==> config.mk <==
export PLATFORM = sky130hd
export DESIGN_NAME = pipe_chain
export DESIGN_NICKNAME = d
export VERILOG_FILES = /design/src/rtl/pipe_pkg.sv /design/src/rtl/pipe_slice.sv /design/src/rtl/pipe_chain.sv
export SDC_FILE = /design/constraint.sdc
export NUM_CORES = 1
export LEC_CHECK = 0
export ABC_AREA = 1
export ABC_CLOCK_PERIOD_IN_PS = 1700
export CELL_PAD_IN_SITES_DETAIL_PLACEMENT = 0
export CELL_PAD_IN_SITES_GLOBAL_PLACEMENT = 1
export CORE_MARGIN = 2
export CORE_UTILIZATION = 35
export CTS_CLUSTER_SIZE = 24
export DETAILED_ROUTE_END_ITERATION = 16
export PLACE_DENSITY = 0.8
export SLEW_MARGIN = 40
export SYNTH_ARGS = -nofsm -noshare
export SYNTH_HDL_FRONTEND = slang
export SYNTH_SLANG_ARGS = --single-unit
export TNS_END_PERCENT = 30
==> constraint.sdc <==
create_clock -name clk -period 1.7 [get_ports clk]
set_input_delay 0.255 -clock clk [delete_from_list [all_inputs] [get_ports clk]]
set_output_delay 0.255 -clock clk [all_outputs]
set_load 0.01 [all_outputs]
==> src/rtl/pipe_pkg.sv <==
// Shared constants and helpers for the pipe_chain register pipeline.
package pipe_pkg;
  localparam int DEF_W      = 32;
  localparam int DEF_STAGES = 4;
  localparam int DEF_CW     = 16;

  function automatic int clog2(input int v);
    int r;
    r = 0;
    for (int i = 0; i < 31; i++) begin
      if ((1 << i) < v) r = i + 1;
    end
    return r;
  endfunction
endpackage

==> src/rtl/pipe_slice.sv <==
// One pipeline stage: a valid bit plus a W-bit payload register.
module pipe_slice
  import pipe_pkg::*;
#(
  parameter int W = DEF_W
) (
  input  logic         clk,
  input  logic         rst,
  input  logic         i_load,
  input  logic         i_kill,
  input  logic         i_vld,
  input  logic         i_data_ld,
  input  logic [W-1:0] i_data,
  output logic         o_vld,
  output logic [W-1:0] o_data
);
  logic         r_vld;
  logic [W-1:0] r_data;

  // A held stage only ever loses its valid bit; its payload stays put.
  always_ff @(posedge clk) begin
    if (rst) begin
      r_vld  <= 1'b0;
      r_data <= '0;
    end else begin
      if (i_load) r_vld <= i_vld;
      else        r_vld <= r_vld & ~i_kill;
      if (i_load && i_data_ld) r_data <= i_data;
    end
  end

  assign o_vld  = r_vld;
  assign o_data = r_data;
endmodule

==> src/rtl/pipe_chain.sv <==
// Elastic register pipeline with per-stage stall, prefix flush and bubble collapse.
module pipe_chain
  import pipe_pkg::*;
#(
  parameter int W      = DEF_W,
  parameter int STAGES = DEF_STAGES,
  parameter int CW     = DEF_CW
) (
  input  logic                           clk,
  input  logic                           rst,
  input  logic                           in_valid,
  output logic                           in_ready,
  input  logic [W-1:0]                   in_data,
  input  logic [STAGES-1:0]              stall_req,
  input  logic [STAGES-1:0]              flush_req,
  output logic                           out_valid,
  input  logic                           out_ready,
  output logic [W-1:0]                   out_data,
  output logic [STAGES-1:0]              stage_valid,
  output logic [clog2(STAGES+1)-1:0]     occupancy,
  output logic [CW-1:0]                  stall_cnt
);
  localparam int OW = clog2(STAGES + 1);

  logic [STAGES-1:0] w_vld;
  logic [STAGES-1:0] w_kill;
  logic [STAGES-1:0] w_take;
  logic [STAGES-1:0] w_move;
  logic [STAGES-1:0] w_vin;
  logic [STAGES-1:0] w_dld;
  logic [W-1:0]      w_din  [STAGES];
  logic [W-1:0]      w_data [STAGES];
  logic [CW-1:0]     r_stall_cnt;

  function automatic logic [CW-1:0] sat_inc(input logic [CW-1:0] v);
    return (&v) ? v : v + CW'(1);
  endfunction

  always_comb begin
    for (int i = 0; i < STAGES; i++) w_kill[i] = |(flush_req >> i);
  end

  // Ready ripples from the consumer toward the producer, one stage at a time.
  always_comb begin
    logic t;
    t      = out_ready;
    w_take = '0;
    w_move = '0;
    for (int i = STAGES - 1; i >= 0; i--) begin
      w_move[i] = w_vld[i] & ~stall_req[i] & t;
      w_take[i] = ~stall_req[i] & (~w_vld[i] | w_move[i]);
      t         = w_take[i];
    end
  end

  always_comb begin
    w_vin[0] = in_valid & ~w_kill[0];
    w_dld[0] = in_valid;
    w_din[0] = in_data;
    for (int i = 1; i < STAGES; i++) begin
      w_vin[i] = w_vld[i-1] & ~stall_req[i-1] & ~w_kill[i-1];
      w_dld[i] = 1'b1;
      w_din[i] = w_data[i-1];
    end
  end

  for (genvar g = 0; g < STAGES; g++) begin : g_stage
    pipe_slice #(.W(W)) u_slice (
      .clk       (clk),
      .rst       (rst),
      .i_load    (w_take[g]),
      .i_kill    (w_kill[g]),
      .i_vld     (w_vin[g]),
      .i_data_ld (w_dld[g]),
      .i_data    (w_din[g]),
      .o_vld     (w_vld[g]),
      .o_data    (w_data[g])
    );
  end

  assign in_ready    = ~rst & w_take[0] & ~w_kill[0];
  assign out_valid   = ~rst & w_vld[STAGES-1] & ~stall_req[STAGES-1] & ~w_kill[STAGES-1];
  assign out_data    = w_data[STAGES-1];
  assign stage_valid = w_vld;
  assign stall_cnt   = r_stall_cnt;

  always_comb begin
    occupancy = '0;
    for (int i = 0; i < STAGES; i++) occupancy = occupancy + OW'(w_vld[i]);
  end

  // Counts cycles where work is in flight but nothing is offered downstream.
  always_ff @(posedge clk) begin
    if (rst)                      r_stall_cnt <= '0;
    else if (~out_valid & |w_vld) r_stall_cnt <= sat_inc(r_stall_cnt);
  end
endmodule

After elaboration in Yosys (flattened, before gate mapping) --
Index checks and enable logic that the tools add are counted.
Operators by class: multiplexer cells 4, bitwise logic cells 45, add/subtract/negate cells 4, reductions and logical operators 7
Operator list (count):
- AND 1 bit | 26
- adder 16 x 1 -> 16 bit (second input constant) | 1
- AND reduction 16 bit | 1
- inverter 1 bit | 15
- OR reduction 4 bit | 2
- two-way mux 1 bit | 4
- OR 1 bit | 4
- adder 2 x 1 -> 3 bit | 1
- adder 3 x 1 -> 3 bit | 1
- OR reduction 3 bit | 1
- adder 1 x 1 -> 2 bit | 1
- AND reduction 2 bit | 1
- OR reduction 2 bit | 1
- logical AND 1 bit | 1
Storage, ports and cells: bits in registers 148, word-level logic and storage cells 69, output and inout bits 57

Depth between registers and ports, before layout --
Gate-level depths: netlist of the first run.
depth after elaboration 16, depth in mapped cells 11, depth with buffers taken out 10

By module --
A second synthesis of the first run with hierarchy kept.
Unflattened totals: cell total of the unflattened synthesis 1030, area, all modules 6650.1 µm²
By module, submodules not included:
- pipe_slice | cells each 210, instances 4, area an instance 1366.3 µm²
- pipe_chain | cells each 190, instances 1, area an instance 1184.9 µm²

Worst setup path after synthesis of the first run --
Ideal clock, no wire load.
path kind register to output, start point register g_stage[0].u_slice.r_vld, end point output occupancy[1], required time 1.445 ns, cell stages (with the launch flop) 6, setup slack -0.083 ns, arrival 1.528 ns, cells stage by stage dfxtp_1 inv_1 fa_1 inv_1 ha_1 ha_1
On the way: word-level cells in the longest chain between the ends 3
RTL lines:
- from (decl) | line pipe_slice.sv:17 | logic r_vld;
- from (signal assigned) | line pipe_slice.sv:26 | if (i_load) r_vld <= i_vld;
- from (signal assigned) | line pipe_slice.sv:27 | else r_vld <= r_vld & ~i_kill;
- adder 1 x 1 -> 2 bit | line pipe_chain.sv:89 | for (int i = 0; i < STAGES; i++) occupancy = occupancy + OW'(w_vld[i]);
- adder 2 x 1 -> 3 bit | line pipe_chain.sv:89
- adder 3 x 1 -> 3 bit | line pipe_chain.sv:89
- to (decl) | line pipe_chain.sv:20 | output logic [clog2(STAGES+1)-1:0] occupancy,
No other way between the ends.

Worst setup path in the final report of the first run --
Same ends and word-level chain as after synthesis.

==> results_dict.tcl, run 1 <==
set metrics [dict create \
    nFillCells 1717 \
    layout-drive-gt1-share_pct 11.8 \
    ys_seq_area_share_pct 48.2 \
    fin_crit_sh_pct 126 \
    cts.sinks 148 \
    powerDensity_mw_per_mm2 1040 \
    multi_input_area_mm2 0.00249 \
    clkTransAtPathRegs_ps 60 \
    die_h_um 137 \
    wl_per_cell_um 11.9 \
    worst_slack_ps -448 \
    dieArea_mm2 0.0187 \
    diodes 0 \
    drc_errors 0 \
    fin_skew_ps 5.72 \
    nets 1007 \
    clock_tree.root_cell "clkbuf_16" \
    coreArea_mm2 0.0172 \
    rows 48 \
    r2r_end "g_stage[1].u_slice.o_data[5]$_SDFFE_PP0P_" \
    synth_fp_nets 895 \
    finalHoldViolations 0 \
    cts_buffers 17 \
    synth_area_mm2 0.00615 \
    leakage_nw 3.80 \
    cts_tree "built" \
    dp.cells 1162 \
    synth.distinct_cells 32 \
    total_power_mw 8.73 \
    max_cap_violations 0 \
    min_from "g_stage[1].u_slice.o_data[13]$_SDFFE_PP0P_" \
    setup_viol 4 \
    drt-initial-drc-count 265 \
    violations "negative setup slack" \
    hold_path_end "g_stage[2].u_slice.o_data[13]$_SDFFE_PP0P_" \
    yosysWarnings 0 \
    drt_first_pass_iters 4 \
    clk_latency_ps 420 \
    grt_use_total_pct 15.8 \
    die_x_um 137 \
    htree_levels 4 \
    antenna_found_initial 0 \
    start_util_pct 35.7 \
    crit_required_ps 1440 \
    r2r_cells 11 \
    totalWireLength_um 14200 \
    first_global_vias 4745 \
    utilization_pct 48.8 \
    ff_latch_area_mm2 0.00298 \
    slew_viol_final 0 \
    layout_common_cells "nor2_1 (152), dfxtp_1 (140), inv_1 (132)" \
    grt_pass1_wl_um 23200 \
    worstReg2RegStart "g_stage[3].u_slice.o_vld$_SDFF_PP0_" \
    avgSynthCellArea_um2 7.27 \
    worst_slew_pin_slew_ps 374 \
    rsz0062_at_grt "yes" \
    vias 5190 \
    fin_hold_ws_ps 450 \
    hold_depth 2 \
    cts_max_path_buffers 2 \
    end_kind "output pin" \
    dpl.hpwl_um 9940 \
    path_max_fanout 2 \
    hold_path.class "flip-flop to flip-flop" \
    place_area_mm2 0.00760 \
    path_class "flip-flop to output pin" \
    num_io_pins 101 \
    slew_headroom_pct 75.0 \
    final_cells 1196 \
    grt_overflow_total 0 \
    syn_inst 846 \
    ff2ff_setup_slack_ps 100 \
    vdd_drop_max_mv 0.678 \
    grt_max_degree 41 \
    fin_area_mm2 0.00840 \
    min_period_ps 2150 \
    status "finished with violations" \
    synth_seq_cells 148 \
    start_kind "flip-flop" \
    gp_congestion 0.868 \
    viasPerCell 4.34 \
    ant_nets 0 \
    syn_to_final_growth_pct 36.6 \
    layout_commonest_cell "nor2_1" \
    max_freq_mhz 466 \
    crit_arrival_ps 1890 \
    io_buffers 100 \
]
-- state kept, by name, summed over array words and instances (netlist names) --
| signal | count |
|---|---|
| stall_cnt | 16 |
| g_stage.u_slice.o_vld | 4 |
| g_stage.u_slice.o_data | 128 |
-- stage by stage --
stage,TNS (ps),worst slack (ps)
finish,-1170,-448
floorplan,0,29.7
global route,-1380,-496
global placement,-33520,-513
CTS,-1420,-475
detailed placement,-34770,-492
-- where the power goes --
part           switching, mW  leakage (nW)  internal, mW  total [mW]
Combinational          0.494          2.27         0.433       0.928
Sequential            0.0907          1.22          3.69        3.78
Clock                   1.38         0.312          2.65        4.03
Total                   1.97          3.80          6.77        8.73
-- final cells by class --
type | count | share of cell area [%]
sequential | 148 | 35.4
multi-input combinational | 505 | 29.7
timing repair buffer | 146 | 17.6
inverter | 140 | 6.28
clock buffer | 24 | 5.97
tap | 225 | 3.35
clock inverter | 8 | 1.73
-- synthesized netlist by cell type (all sizes together) --
cell type  number  share of area, %
dfxtp         148                48
nand3          14               1.4
clkinv          1             0.061
nor3            4              0.41
xnor2           4              0.57
nor3b           1              0.20
xor2            7               1.0
ha              4              0.81
nand4          35               3.6
buf            21               2.4
nand2         121               7.6
o22ai           1              0.10
or2             1              0.10
inv           139               8.5
nor4            1              0.10
and3            1              0.10
fa              1              0.33
a211oi         13               1.6
nor2          153               9.3
o21ai          87               7.1
a21oi          57               4.6
clkbuf         32               2.0
-- cells by family after synthesis --
family	count (synthesis)	synth area share (%)
AND/OR/NAND/NOR	331	22.8
buffers and inverters	193	12.9
AO/OA/AOI/OAI	158	13.4
flip-flops	148	48.2
XOR/XNOR	11	1.57
adder cells (fa/ha/maj)	5	1.14
-- routing by layer --
metal | vias up | track usage, % | part of all wire (%) | routed length (µm)
met5 | - | 0 | 0 | 0
met2 | 100 | 23.2 | 41 | 5890
li1 | 2874 | - | - | -
met4 | 0 | 5.21 | 1.2 | 164
met1 | 2202 | 22.6 | 53 | 7500
met3 | 14 | 4.11 | 4.6 | 659
-- how the worst max path moves through the flow --
stage,cells past startpoint,from,end,slack [ps]
2_1_floorplan,5,g_stage[0].u_slice.o_vld$_SDFF_PP0_,occupancy[1],30
3_3_place_gp,9,out_ready,in_ready,-510
3_5_place_dp,9,out_ready,in_ready,-490
4_1_cts,6,g_stage[3].u_slice.o_vld$_SDFF_PP0_,occupancy[1],-480
5_1_grt,6,g_stage[0].u_slice.o_vld$_SDFF_PP0_,occupancy[1],-500
6_report,6,g_stage[0].u_slice.o_vld$_SDFF_PP0_,occupancy[1],-450
-- critical path, stage by stage, from the launching register on --
cell	delay [ps]
dfxtp_4	340
inv_2	40
fa_1	550
inv_2	60
ha_4	150
ha_4	250
buf_6	90
-- timing repair --
| item | in CTS | in global routing |
|---|---|---|
| hold buffers | 0 | 0 |
| resized for setup | 47 | 26 |
| buffers inserted | 2 | 1 |
| pin swaps | 3 | 3 |
| cloned | 0 | 0 |
| endpoints found under the setup margin | 56 | 75 |
Power figures use the tool's default switching activity.
==> run 2: changes to the inputs <==
--- a/config.mk
+++ b/config.mk
@@ -6,15 +6,15 @@
 export NUM_CORES = 1
 export LEC_CHECK = 0
 export ABC_AREA = 1
-export ABC_CLOCK_PERIOD_IN_PS = 1700
+export ABC_CLOCK_PERIOD_IN_PS = 2400
 export CELL_PAD_IN_SITES_DETAIL_PLACEMENT = 0
 export CELL_PAD_IN_SITES_GLOBAL_PLACEMENT = 1
 export CORE_MARGIN = 2
-export CORE_UTILIZATION = 35
+export CORE_UTILIZATION = 38
 export CTS_CLUSTER_SIZE = 24
 export DETAILED_ROUTE_END_ITERATION = 16
-export PLACE_DENSITY = 0.8
-export SLEW_MARGIN = 40
+export PLACE_DENSITY = 0.83
+export SLEW_MARGIN = 30
 export SYNTH_ARGS = -nofsm -noshare
 export SYNTH_HDL_FRONTEND = slang
 export SYNTH_SLANG_ARGS = --single-unit
==> constraint.sdc (replaced) <==
create_clock -name clk -period 2.4 [get_ports clk]
set_input_delay 0.36 -clock clk [delete_from_list [all_inputs] [get_ports clk]]
set_output_delay 0.36 -clock clk [all_outputs]
set_load 0.01 [all_outputs]
==> run 2 against run 1 <==
Compared with the run above: the flow now finishes without violations; core utilization is 1.7 points higher; sequential cell count did not move; die area decreased by 7.7%; hold slack better by 2.8 ps; setup slack improved by 530 ps.
==> results_dict.tcl, run 2 (synthesis gave the netlist of run 1 again) <==
set metrics [dict create \
    cts_max_path_buffers 2 \
    layout-drive-gt1-share_pct 7.39 \
    grt_use_total_pct 16.5 \
    antenna_found_initial 0 \
    fin_crit_sh_pct 96.4 \
    end_kind "output pin" \
    hold_depth 2 \
    drc_errors 0 \
    finalHoldViolations 0 \
    rows 46 \
    viasPerCell 4.41 \
    gp_congestion 0.839 \
    cts_buffers 17 \
    setup_viol 0 \
    drt_first_pass_iters 5 \
    wl_per_cell_um 11.8 \
    slew_headroom_pct 66.9 \
    largest_reg_flops 128 \
    max_freq_mhz 432 \
    vias 5127 \
    clkTransAtPathRegs_ps 60 \
    dpl.hpwl_um 9290 \
    path_max_fanout 3 \
    coreArea_mm2 0.0158 \
    status "complete, no violations" \
    powerDensity_mw_per_mm2 770 \
    start_util_pct 38.9 \
    slew_viol_final 0 \
    start_kind "flip-flop" \
    drt-initial-drc-count 294 \
    cts.sinks 148 \
    totalWireLength_um 13700 \
    ant_nets 0 \
    syn_to_final_growth_pct 29.9 \
    diodes 0 \
    clk_latency_ps 420 \
    leakage_nw 3.49 \
    first_global_vias 4542 \
    utilization_pct 50.5 \
    layout_commonest_cell "nor2_1" \
    cts_setup_buffers 0 \
    htree_levels 4 \
    postCtsHoldBufs 0 \
    crit_required_ps 2040 \
    io_buffers 100 \
    nets 983 \
    fin_skew_ps 4.46 \
    vdd_drop_max_mv 0.527 \
    grt_overflow_total 0 \
    rsz0062_at_grt "no" \
    path_class "flip-flop to output pin" \
    grt_max_degree 94 \
    dieArea_mm2 0.0172 \
    hold_path.class "flip-flop to flip-flop" \
    max_cap_violations 0 \
    cts_tree "built" \
    worst_slew_pin_slew_ps 492 \
    r2r_cells 8 \
    die_x_um 131 \
    grt_pass1_wl_um 23000 \
    layout_common_cells "nor2_1 (153), dfxtp_1 (147), inv_1 (134)" \
    total_power_mw 6.16 \
    clock_tree.root_cell "clkbuf_16" \
    crit_arrival_ps 1950 \
    min_period_ps 2310 \
    die_h_um 131 \
    num_io_pins 101 \
]
[run 2: cell count changes in the layout (fill, tap and decap cells not counted), moves of 3 or more]
cell	previous run	this run
buf_12	9	2
buf_4	35	20
dfxtp_2	7	1
dfxtp_1	140	147
dlymetal6s2s_1	7	1
buf_6	6	0
dlygate4sd2_1	4	1
clkdlybuf4s50_1	84	96
clkbuf_8	5	1
[run 2: power by group]
part | internal [mW] | switching, mW
Sequential | 2.61 | 0.0651
Clock | 1.86 | 1.01
Combinational | 0.272 | 0.334
[run 2: timing repair]
item	CTS	global route
endpoints found under the hold margin	0	0
gates resized for setup	8	5
setup endpoints to repair	3	4
[run 2: path summary, 6_finish.rpt]
check                                                   from  slack [ps]                                          to
hold / removal    g_stage[1].u_slice.o_data[31]$_SDFFE_PP0P_         450  g_stage[2].u_slice.o_data[31]$_SDFFE_PP0P_
setup reg to reg                   stall_cnt[0]$_SDFFE_PP0P_         600                   stall_cnt[5]$_SDFFE_PP0P_
hold reg to reg   g_stage[1].u_slice.o_data[31]$_SDFFE_PP0P_         450  g_stage[2].u_slice.o_data[31]$_SDFFE_PP0P_
setup / recovery         g_stage[3].u_slice.o_vld$_SDFF_PP0_          90                                occupancy[1]
[run 2: routing by layer]
metal  GRT usage (%)  share of wire, %  vias to the layer above
met3            4.78               4.4                       13
met5               0                 0                        -
met2            22.1                41                      105
li1                -                 -                     2824
met4            5.92               1.2                        0
met1            24.7                54                     2185
[run 2: worst max-delay path: stages (launching register included)]
cell	delay [ps]
dfxtp_1	340
inv_1	90
fa_1	480
inv_1	50
ha_1	170
ha_1	260
buf_2	140
[run 2: layout make-up]
cell class                 count  area, µm²
clock buffer                  18        439
clock inverter                14        209
fill                        1597       7840
inverter                     140        526
multi-input combinational    505       2400
sequential                   148       2960
tap                          216        270
timing repair buffer         122       1180
[run 2: through the flow]
step	cell area, µm²	hold WS [ps]	setup WS (ps)	TNS [ps]	instances
after floorplan	6150	430	512	0	846
after global placement	7340	443	-7.04	-7.04	1131
after detailed placement	7340	450	18.4	0	1131
after CTS	7990	458	0.493	0	1163
after global routing	7990	478	3.09	0	1163
final	7990	453	86.6	0	1163
==> run 3: changes to the inputs <==
--- a/config.mk
+++ b/config.mk
@@ -5,12 +5,11 @@
 export SDC_FILE = /design/constraint.sdc
 export NUM_CORES = 1
 export LEC_CHECK = 0
-export ABC_AREA = 1
 export ABC_CLOCK_PERIOD_IN_PS = 2400
 export CELL_PAD_IN_SITES_DETAIL_PLACEMENT = 0
 export CELL_PAD_IN_SITES_GLOBAL_PLACEMENT = 1
 export CORE_MARGIN = 2
-export CORE_UTILIZATION = 38
+export CORE_UTILIZATION = 39
 export CTS_CLUSTER_SIZE = 24
 export DETAILED_ROUTE_END_ITERATION = 16
 export PLACE_DENSITY = 0.83
==> run 3 against run 2 <==
Compared with the run above: non-clock buffer count did not move; total power decreased by 13%; setup slack improved by 0.70 ps; global-route usage is 0.054 points higher; core utilization increased by 1.8 points; clock power shrank 13%.
==> results_dict.tcl, run 3 <==
set metrics [dict create \
    synth_flop_cell "dfxtp_1" \
    slew_viol_final 0 \
    ys_top_cells_by_area "dfxtp_1 (52%), nand2_1 (13%), mux2i_1 (11%)" \
    cts_max_path_buffers 2 \
    die_h_um 125 \
    worst_slew_pin_slew_ps 717 \
    vias 4627 \
    cts_buffers 17 \
    synth_area_mm2 0.00573 \
    grt_overflow_total 0 \
    busiest_layer "met2" \
    drt_first_pass_iters 4 \
    layout_commonest_cell "nand2_1" \
    vdd_drop_max_mv 0.495 \
    use_met3_pct 3.94 \
    rsz0062_at_grt "no" \
    max_freq_mhz 432 \
    slew_headroom_pct 51.5 \
    postCtsHoldBufs 0 \
    synth_most_common_cell "nand2_1" \
    path_max_fanout 2 \
    setup_viol 0 \
    async_reset_ff_share_pct 0 \
    syn_to_final_growth_pct 31.7 \
    max_cap_violations 0 \
    leakage_nw 2.88 \
    wl_per_cell_um 13.3 \
    num_io_pins 101 \
    grt_use_total_pct 16.5 \
    ant_nets 0 \
    die_x_um 125 \
    io_buffers 100 \
    status "complete, no violations" \
    dpl.hpwl_um 8380 \
    finalHoldViolations 0 \
    end_kind "output pin" \
    largest_reg_flops 128 \
    utilization_pct 52.3 \
    drc_errors 0 \
    htree_levels 4 \
    synth_edf_count 0 \
    antenna_found_initial 0 \
    diodes 0 \
    ys_seq_area_share_pct 51.7 \
    grt_max_degree 58 \
    layout-drive-gt1-share_pct 8.57 \
    drt-initial-drc-count 297 \
    synth_fp_nets 711 \
    gp_congestion 0.818 \
    clk_latency_ps 410 \
    clock_tree.root_cell "clkbuf_16" \
    yosysWarnings 0 \
    min_period_ps 2310 \
    powerDensity_mw_per_mm2 712 \
    syn_inst 662 \
    cts_tree "built" \
    dieArea_mm2 0.0157 \
    hold_depth 2 \
    nFillCells 1356 \
    first_global_vias 4454 \
    crit_required_ps 2040 \
    cts_resized 9 \
    viasPerCell 4.85 \
    r2r_cells 6 \
    avgSynthCellArea_um2 8.65 \
    synth_area_leader_cell "dfxtp_1" \
    grt_pass1_wl_um 21200 \
    cts.sinks 148 \
    path_class "input pin to output pin" \
    cts_setup_buffers 0 \
    place_area_mm2 0.00697 \
    start_kind "input pin" \
    start_util_pct 39.7 \
    synth_top_area_share_pct 51.7 \
    clkTransAtPathRegs_ps 60 \
    layout_common_cells "nand2_1 (201), dfxtp_1 (146), clkdlybuf4s50_1 (95)" \
    rows 44 \
    fin_crit_sh_pct 96.4 \
    crit_arrival_ps 1950 \
    nets 806 \
    fin_skew_ps 5.26 \
    use_met2_pct 26.2 \
    synth_seq_cells 148 \
    coreArea_mm2 0.0144 \
    hold_path.class "input pin to flip-flop" \
    fin_area_mm2 0.00755 \
    grtUsageMet1_pct 21.7 \
    synth.distinct_cells 40 \
    ys_top_cells_by_count "nand2_1 (201), dfxtp_1 (148), a21oi_1 (68), mux2i_1 (64), nor2_1 (53)" \
    totalWireLength_um 12700 \
]
run 3: through the flow:
stage	hold WS [ps]	setup WS (ps)	power (mW)	cells	setup TNS, ps
final	205	87.3	5.38	954	0
after global routing	190	11.6	5.58	954	0
after CTS	172	30.1	5.44	954	0
after detailed placement	444	-225	2.92	922	-225
after global placement	439	-189	2.91	922	-189
after floorplan	432	478	2.76	662	0
run 3: layout make-up:
type                            count  area [µm²]  share of cell area, %
Sequential cell                   148        2970                   39.3
Tap cell                          184         230                   3.05
Timing Repair Buffer              122        1190                   15.8
Multi-Input combinational cell    459        2550                   33.8
Clock buffer                       23         498                   6.60
Clock inverter                      9        76.3                   1.01
Inverter                            9        33.8                  0.448
run 3: worst paths after layout:
kind,startpoint,end,slack (ps)
min reg2reg,g_stage[1].u_slice.o_data[14]$_SDFFE_PP0P_,g_stage[2].u_slice.o_data[14]$_SDFFE_PP0P_,450
max reg2reg,stall_cnt[0]$_SDFFE_PP0P_,stall_cnt[8]$_SDFFE_PP0P_,470
max,out_ready,in_ready,90
min,rst,g_stage[3].u_slice.o_vld$_SDFF_PP0_,210
run 3: layer usage:
metal | vias to the layer above | share of wire, %
met3 | 14 | 4.6
li1 | 2374 | -
met2 | 106 | 44
met5 | - | 0
met1 | 2133 | 50
met4 | 0 | 1.5
run 3: power by group:
part / internal (mW) / switching [mW] / total (mW) / leakage [nW]
combinational: 0.151 / 0.179 / 0.330 / 1.39
clock: 1.55 / 0.961 / 2.51 / 0.288
sequential: 2.51 / 0.0256 / 2.53 / 1.20
run 3: logic make-up after synthesis:
logic type | after synthesis | share of synthesized area (%)
DFF | 148 | 51.7
AOI/OAI and AO/OA | 86 | 8.50
and+or+nand+nor | 292 | 21.0
adders and majority gates | 5 | 1.22
buffers and inverters | 55 | 4.54
muxes | 64 | 11.2
xor gates and xnor gates | 12 | 1.83
run 3: worst max-delay path, stage by stage:
cell,delay [ps]
clkdlybuf4s50_1,450
inv_1,50
a21o_1,180
a21o_1,190
a21o_1,190
a211oi_1,250
clkdlybuf4s15_1,280
